<file path="config.mk">
export PLATFORM = sky130hd
export DESIGN_NAME = uart_frame_parser
export DESIGN_NICKNAME = d
export VERILOG_FILES = /design/src/rtl/uart_frame_parser.sv
export SDC_FILE = /design/constraint.sdc
export NUM_CORES = 1
export LEC_CHECK = 0
export CAP_MARGIN = 30
export CORE_UTILIZATION = 60
export CTS_BUF_LIST = sky130_fd_sc_hd__clkbuf_16
export CTS_CLUSTER_DIAMETER = 100
export DETAILED_ROUTE_END_ITERATION = 7
export PLACE_DENSITY = 0.75
export SYNTH_ARGS = -nofsm -noshare
export SYNTH_HDL_FRONTEND = slang
export SYNTH_SLANG_ARGS = --single-unit
export TNS_END_PERCENT = 5
</file>
<file path="constraint.sdc">
create_clock -name clock_i -period 3.3 [get_ports clock_i]
set_input_delay 0.33 -clock clock_i [delete_from_list [all_inputs] [get_ports clock_i]]
set_output_delay 0.33 -clock clock_i [all_outputs]
set_load 0.01 [all_outputs]
</file>
<file path="src/rtl/uart_frame_parser.sv">
// uart_frame_parser: frames bytes from an 8N1 receiver into checksum-verified register writes.
// Frame format: SYNC(0xA5) ADDR LEN payload[LEN*4] CHK, CHK = XOR of ADDR, LEN and payload.
// The payload is buffered and is only written out after the checksum matches.
// Optional inter-byte timeout: define UART_FRAME_TIMEOUT_EN.
module uart_frame_parser #(
    parameter int unsigned MAX_WORDS      = 8,
    parameter int unsigned TIMEOUT_CYCLES = 100000
) (
    input  logic        clock_i,
    input  logic        reset_i,
    input  logic [7:0]  rx_data_i,
    input  logic        rx_valid_i,
    output logic        wr_en_o,
    output logic [7:0]  wr_addr_o,
    output logic [31:0] wr_data_o,
    input  logic        wr_ready_i,
    output logic        frame_ok_o,
    output logic        frame_err_o,
    output logic        overrun_o,
    output logic        busy_o
);

    localparam logic [7:0]  SyncByte = 8'hA5;
    localparam logic [7:0]  MaxLen   = 8'(MAX_WORDS);
    localparam int unsigned IdxW     = (MAX_WORDS > 1) ? $clog2(MAX_WORDS) : 1;
    localparam int unsigned CntW     = $clog2(MAX_WORDS * 4 + 1);

    typedef enum logic [2:0] {StIdle, StAddr, StLen, StPayload, StChk, StDrain} state_e;

    state_e            state_q, state_d;
    logic [7:0]        addr_q, addr_d;
    logic [7:0]        len_q, len_d;
    logic [7:0]        chk_q, chk_d;
    logic [CntW-1:0]   byte_cnt_q, byte_cnt_d;
    logic [7:0]        word_idx_q, word_idx_d;
    logic              frame_ok_q, frame_ok_d;
    logic              frame_err_q, frame_err_d;
    logic              overrun_q, overrun_d;
    logic              buf_we;
    logic [31:0]       buf_q [MAX_WORDS];
    logic [9:0]        last_byte;
    logic              payload_last;

`ifdef UART_FRAME_TIMEOUT_EN
    localparam int unsigned TmoW = $clog2(TIMEOUT_CYCLES + 1);
    localparam logic [TmoW-1:0] TmoLast = TmoW'(TIMEOUT_CYCLES - 1);
    logic [TmoW-1:0] tmo_cnt_q, tmo_cnt_d;
`else
    logic unused_timeout;
    assign unused_timeout = ^TIMEOUT_CYCLES;
`endif

    // Index of the final payload byte of this frame.
    assign last_byte    = {len_q, 2'b00} - 10'd1;
    assign payload_last = (10'(byte_cnt_q) == last_byte);

    // Next-state, frame decode and pulse generation.
    always_comb begin
        state_d     = state_q;
        addr_d      = addr_q;
        len_d       = len_q;
        chk_d       = chk_q;
        byte_cnt_d  = byte_cnt_q;
        word_idx_d  = word_idx_q;
        frame_ok_d  = 1'b0;
        frame_err_d = 1'b0;
        overrun_d   = 1'b0;
        buf_we      = 1'b0;
`ifdef UART_FRAME_TIMEOUT_EN
        tmo_cnt_d   = '0;
`endif
        unique case (state_q)
            StIdle: begin
                word_idx_d = '0;
                if (rx_valid_i && rx_data_i == SyncByte) state_d = StAddr;
            end
            StAddr: begin
                if (rx_valid_i) begin
                    addr_d  = rx_data_i;
                    chk_d   = rx_data_i;
                    state_d = StLen;
                end
            end
            StLen: begin
                if (rx_valid_i) begin
                    len_d      = rx_data_i;
                    chk_d      = chk_q ^ rx_data_i;
                    byte_cnt_d = '0;
                    if (rx_data_i == 8'd0 || rx_data_i > MaxLen) begin
                        frame_err_d = 1'b1;
                        state_d     = StIdle;
                    end else begin
                        state_d = StPayload;
                    end
                end
            end
            StPayload: begin
                if (rx_valid_i) begin
                    buf_we     = 1'b1;
                    chk_d      = chk_q ^ rx_data_i;
                    byte_cnt_d = byte_cnt_q + CntW'(1);
                    if (payload_last) state_d = StChk;
                end
            end
            StChk: begin
                if (rx_valid_i) begin
                    if (rx_data_i == chk_q) begin
                        frame_ok_d = 1'b1;
                        word_idx_d = '0;
                        state_d    = StDrain;
                    end else begin
                        frame_err_d = 1'b1;
                        state_d     = StIdle;
                    end
                end
            end
            StDrain: begin
                // Bytes arriving while draining are dropped, not resynchronised on.
                overrun_d = rx_valid_i;
                if (wr_ready_i) begin
                    if (word_idx_q == len_q - 8'd1) state_d = StIdle;
                    else word_idx_d = word_idx_q + 8'd1;
                end
            end
            default: state_d = StIdle;
        endcase
`ifdef UART_FRAME_TIMEOUT_EN
        if (state_q inside {StAddr, StLen, StPayload, StChk} && !rx_valid_i) begin
            if (tmo_cnt_q == TmoLast) begin
                frame_err_d = 1'b1;
                state_d     = StIdle;
            end else begin
                tmo_cnt_d = tmo_cnt_q + TmoW'(1);
            end
        end
`endif
    end

    // Control state registers with synchronous reset.
    always_ff @(posedge clock_i) begin
        if (reset_i) begin
            state_q     <= StIdle;
            addr_q      <= '0;
            len_q       <= '0;
            chk_q       <= '0;
            byte_cnt_q  <= '0;
            word_idx_q  <= '0;
            frame_ok_q  <= 1'b0;
            frame_err_q <= 1'b0;
            overrun_q   <= 1'b0;
`ifdef UART_FRAME_TIMEOUT_EN
            tmo_cnt_q   <= '0;
`endif
        end else begin
            state_q     <= state_d;
            addr_q      <= addr_d;
            len_q       <= len_d;
            chk_q       <= chk_d;
            byte_cnt_q  <= byte_cnt_d;
            word_idx_q  <= word_idx_d;
            frame_ok_q  <= frame_ok_d;
            frame_err_q <= frame_err_d;
            overrun_q   <= overrun_d;
`ifdef UART_FRAME_TIMEOUT_EN
            tmo_cnt_q   <= tmo_cnt_d;
`endif
        end
    end

    // Payload buffer: little-endian byte lanes, contents only read out after a good CHK.
    always_ff @(posedge clock_i) begin
        if (buf_we) begin
            buf_q[IdxW'(byte_cnt_q >> 2)][8 * byte_cnt_q[1:0] +: 8] <= rx_data_i;
        end
    end

    // Write port and status outputs; write bus forced to zero outside DRAIN.
    always_comb begin
        wr_en_o     = (state_q == StDrain);
        wr_addr_o   = wr_en_o ? (addr_q + word_idx_q) : 8'h00;
        wr_data_o   = wr_en_o ? buf_q[IdxW'(word_idx_q)] : 32'h0;
        frame_ok_o  = frame_ok_q;
        frame_err_o = frame_err_q;
        overrun_o   = overrun_q;
        busy_o      = (state_q != StIdle);
    end

endmodule

</file>
Word level (Yosys, flattened, before mapping) --
Memories as Yosys holds them, arrays and structs flattened. A register that Yosys moved wholly into a read port is not among the register bits. Cells that the tools add are included.
Cells by class: add/sub/neg operators 6, magnitude comparators 1, eq/ne operators 20, shift operators 2, mux-type cells 36, bitwise operators 4, reduce and logical (&&, ||, !) cells 17
Operators with widths (count):
- $mux 32 | 2
- $mux 8 | 7
- $neg 5->34 | 1
- $shift 8x34->32 const A | 1
- $shiftx 8x34->32 | 1
- $mux 3 | 11
- $pmux 8 s3 | 1
- $pmux 3 s6 | 1
- $eq 8x8->1 | 2
- $ne 2x2->1 const B | 8
- $pmux 8 s2 | 1
- $mux 6 | 2
- $pmux 6 s2 | 1
- $eq 6x10->1 | 1
- $sub 10x1->10 const B | 1
- $add 8x1->8 const B | 1
- $add 8x8->8 | 1
- $eq 8x8->1 const B | 1
- $gt 8x4->1 const B | 1
- $logic_not 8->1 | 1
- $mux 1 | 8
- $reduce_and 8->1 | 1
- $sub 8x1->8 const B | 1
- $xor 8x8->8 | 1
- other kinds (18) | 29
Word-level totals: flip-flop bits (word level) 44, RAM bits 256, input port bits 12, logic and storage cells 96, memories kept 1
Memory list:
- buf_q | depth 8, bits a word 32, rd ports 1, clocked after memory_dff 1, wr ports 1, line 40 | logic [31:0] buf_q [MAX_WORDS];

Depth between registers and ports, before layout --
Gate-level depths: netlist of run 1.
depth in word-level cells 7, mapped depth 9, depth with buffers taken out 8

Worst setup path after synthesis of run 1 --
No wires, ideal clock.
path type register to register, from register len_q[0], to register state_q[2], library setup time 0.119 ns, arrival 2.178 ns, data required time 3.181 ns, slack 1.003 ns, stages on the path, launching flop included 10, path buffers 1, cells stage by stage dfxtp_1 -> inv_1 -> ha_1 -> buf_2 -> or2_2 -> a211oi_1 -> o21ai_0 -> nor4_1 -> o211ai_1 -> o221a_2
Between the ends: longest elaborated chain between the ends 4, elaborated cells between the ends (all ways) 7
RTL lines:
- start, declared | line 32 | logic [7:0] len_q, len_d;
- start signal, assigned | line 157 | len_q <= len_d;
- $sub 10x1->10 / $sub 8x1->8 (equally long branches) | line 54, 121
- $eq 6x10->1 / $eq 8x8->1 (equally long branches) | line 55, 121
- $ne 2x2->1 (no source line) / $ne 2x1->1 (equally long branches)
- $reduce_and 8->1 (no source line) *
- end signal, assigned | line 142 | state_q <= StIdle;
- end signal, assigned | line 155 | state_q <= state_d;
- end, declared | line 30 | state_e state_q, state_d;
Mark *: on every way between the ends. The rest lies on a longest branch, timed or not. A chain may end at the register's enable or synchronous reset.

Worst setup path in the final report of run 1 --
from register state_q[0], to output port wr_data_o[1]
Between the ends: longest elaborated chain between the ends 2
RTL lines:
- $eq 3x3->1 | line 179 | wr_en_o = (state_q == StDrain);
- $mux 32 | line 181 | wr_data_o = wr_en_o ? buf_q[IdxW'(word_idx_q)] : 32'h0;
- end, declared | line 15 | output logic [31:0] wr_data_o,
No other way between the ends.

==> results.ini, run 1 <==
[status]
outcome=finished, final reports clean

[floorplanning]
ios=57
fp.dieW_um=150
core_um2=21200
die_area_um2=22400
fp-row-count=53
die_h_um=150
start_util_pct=61.7

[detailed_routing]
num_vias=7799
wl_met1_um=11800
via_per_inst=6.24
drc=0
first_pass_iters=5
top_layer_used=met4
wl_met2_um=14300
dr.first_iter.drc_count=821
routedWlPerCell_um=22.8
dr_wl_met3_um=1530
ant_nets=0
wl_um=28500

[pwr]
p_clk_share_pct=43.6
swShare_pct=19.4
p_per_area_nw_per_um2=494
p_int_mw=6.03
power_switching_mw=1.45
vdd_ir_drop_max_uv=371
p_leak_nw=4.54
p_comb_share_pct=1.5
p_seq_share_pct=55.0

[clock_tree]
htree_levels=1
holdBufCountCts=0
clkLatencyLatePin_ns=0.55
cts_tree=built
clock-sinks=303
numCtsBuffers=30
cts.clk_slew.worst_paths_ns=0.06
cts_buffer_depth=3
cts_setup_buffers=0
clockRootBuffer=clkbuf_16

[global_routing]
grt_overflow=0
grt_pass1_wl_um=45000
grt_usage_pct=26.8
grt_pass1_vias=7980
grt_antenna_before_repair=0
grt_max_degree=65

[yosys]
yosys_warnings=0
synth_cell_types=62
yosysSeqAreaShare_pct=66.0
synth_area_leaders=edfxtp_1 (59%), mux4_2 (11%), dfxtp_1 (7.2%), nor2_1 (2.7%), mux2i_1 (2.5%)
syn-instance-count=871
syn_nets=898
synthArstFlopShare_pct=0
synthFlopType=edfxtp_1
yosys.area.top_type=edfxtp_1
syn-cell-area_um2=13100
synth_edf_count=256
synth_top_area_share_pct=58.8
syn_avg_cell_area_um2=15.0
ys_ff_latch=303

[timing]
max_slew_margin_pct=42.6
fin_skew_ns=0.0140
fmax_mhz=315
setup_viol=0
finalSetupTns_ns=0
fin_crit_sh_pct=96.1
hold_viol_final=0
fin_crit_ns=3.17
slew_violations=0
rsz0062_at_grt=no
whs_ns=0.477
worst_pin_slew_ns=0.859

[finish]
nets=979
mostFrequentLayoutCells=edfxtp_1 (256), nor2_1 (94), mux4_2 (64)
final_common_cell=edfxtp_1
n_antenna_cell=0
drive_gt1_share_pct=17.6
syn2layout_area_growth_pct=15.7

[worst_setup_path]
critPathRequiredTime_ns=2.97
cp_max_fo=23
crit_path_end_kind=primary output
crit_type=reg -> out
arrival_ns=2.84
start_kind=flip-flop

[placed_design]
post-dp-hpwl_um=18700
io_buffers=56
gp_congestion=0.873

[flow_run]
max-cap-violations=0

[hold_path]
hold_class=reg -> reg

==> critical path, stage by stage (launching register included) <==
cell             delay (ns)
dfxtp_1                0.79
nand3_2                0.39
buf_4                  0.33
nor2_1                 0.19
clkdlybuf4s50_1        0.60
==> Yosys cell counts, drive strengths merged, types with 5 or more instances <==
master and instances:
nand2 60, clkbuf 36, ha 14, buf 17, edfxtp 256, nand3 11, or3 5, xor2 16
dfxtp 47, and3 8, o31ai 6, nand3b 5, inv 11, and2 37, nor4 8, xnor2 17
nor3 9, a21oi 34, mux4 64, nor3b 5, a31oi 8, mux2i 33, nor2 94, o21ai 15
==> path summary, 6_finish.rpt <==
check / start / endpoint / slack (ns) / cells after the start
max: state_q[0] / wr_data_o[1] / 0.13 / 4
min: addr_q[4] / addr_q[4] / 0.48 / 2
max reg2reg: state_q[0] / buf_q[3][6] / 0.56 / 4
min reg2reg: addr_q[4] / addr_q[4] / 0.48 / 2
==> power groups by stage <==
stage	Clock (mW)	Combinational (mW)	Sequential (mW)
5_1_grt	3.43	0.117	4.11
6_report	3.26	0.110	4.11
4_1_cts	3.28	0.109	4.11
2_1_floorplan	0	0.0570	4.19
3_5_place_dp	0	0.108	4.19
3_3_place_gp	0	0.104	4.19
==> state kept, by name, summed over array words and instances (netlist names), 3 cells and up, named ones only <==
name,flops
addr_q,8
buf_q,256
byte_cnt_q,6
chk_q,8
len_q,8
state_q,3
word_idx_q,8
==> final cells by class <==
type,count,area (um2)
tap,275,344
clock inverter,22,141
multi-input combinational,503,4210
inverter,12,45.0
timing repair buffer,102,961
sequential,303,8640
clock buffer,32,801
fill,1368,6080
==> metal layers <==
| layer | up-vias | global-route usage, % |
|---|---|---|
| li1 | 3487 | - |
| met1 | 3913 | 37.3 |
| met2 | 332 | 44.4 |
| met3 | 67 | 2.96 |
| met4 | 0 | 9.04 |
| met5 | - | 0 |
==> cell families (layout without fill, tap and decap cells) <==
kind of cell	count (synthesis)	after routing	share of synthesized area, %
mux	97	97	13.5
simple gates	257	257	9.50
compound gates	99	99	4.95
buf+inv	65	168	2.01
fa+ha+maj	15	15	1.49
flops	303	303	66.0
xor+xnor	35	35	2.55
==> stage by stage <==
stage | utilization (%) | setup WS, ns | instance area, um2 | instances | power (mW)
after floorplan | - | 1.00 | 13100 | 871 | 4.24
after global placement | 66.8 | 0.429 | 14200 | 1195 | 4.29
after detailed placement | 66.8 | 0.320 | 14200 | 1195 | 4.30
after CTS | 71.3 | 0.0724 | 15100 | 1249 | 7.50
after global routing | 71.3 | 0.00188 | 15100 | 1249 | 7.65
final | 71.3 | 0.128 | 15100 | 1249 | 7.48
==> timing repair <==
action                     in CTS  in global routing
gates resized for setup         5                  3
setup endpoints to repair       1                  2
pin swaps                       1                  0
Note: power is estimated with default switching activity, not from simulation.
==> run 2, diff against run 1 <==
- SLEW_MARGIN: not set -> 10
==> results of run 2 <==
No change in the layout: final DEF, timing and power equal those of run 1.
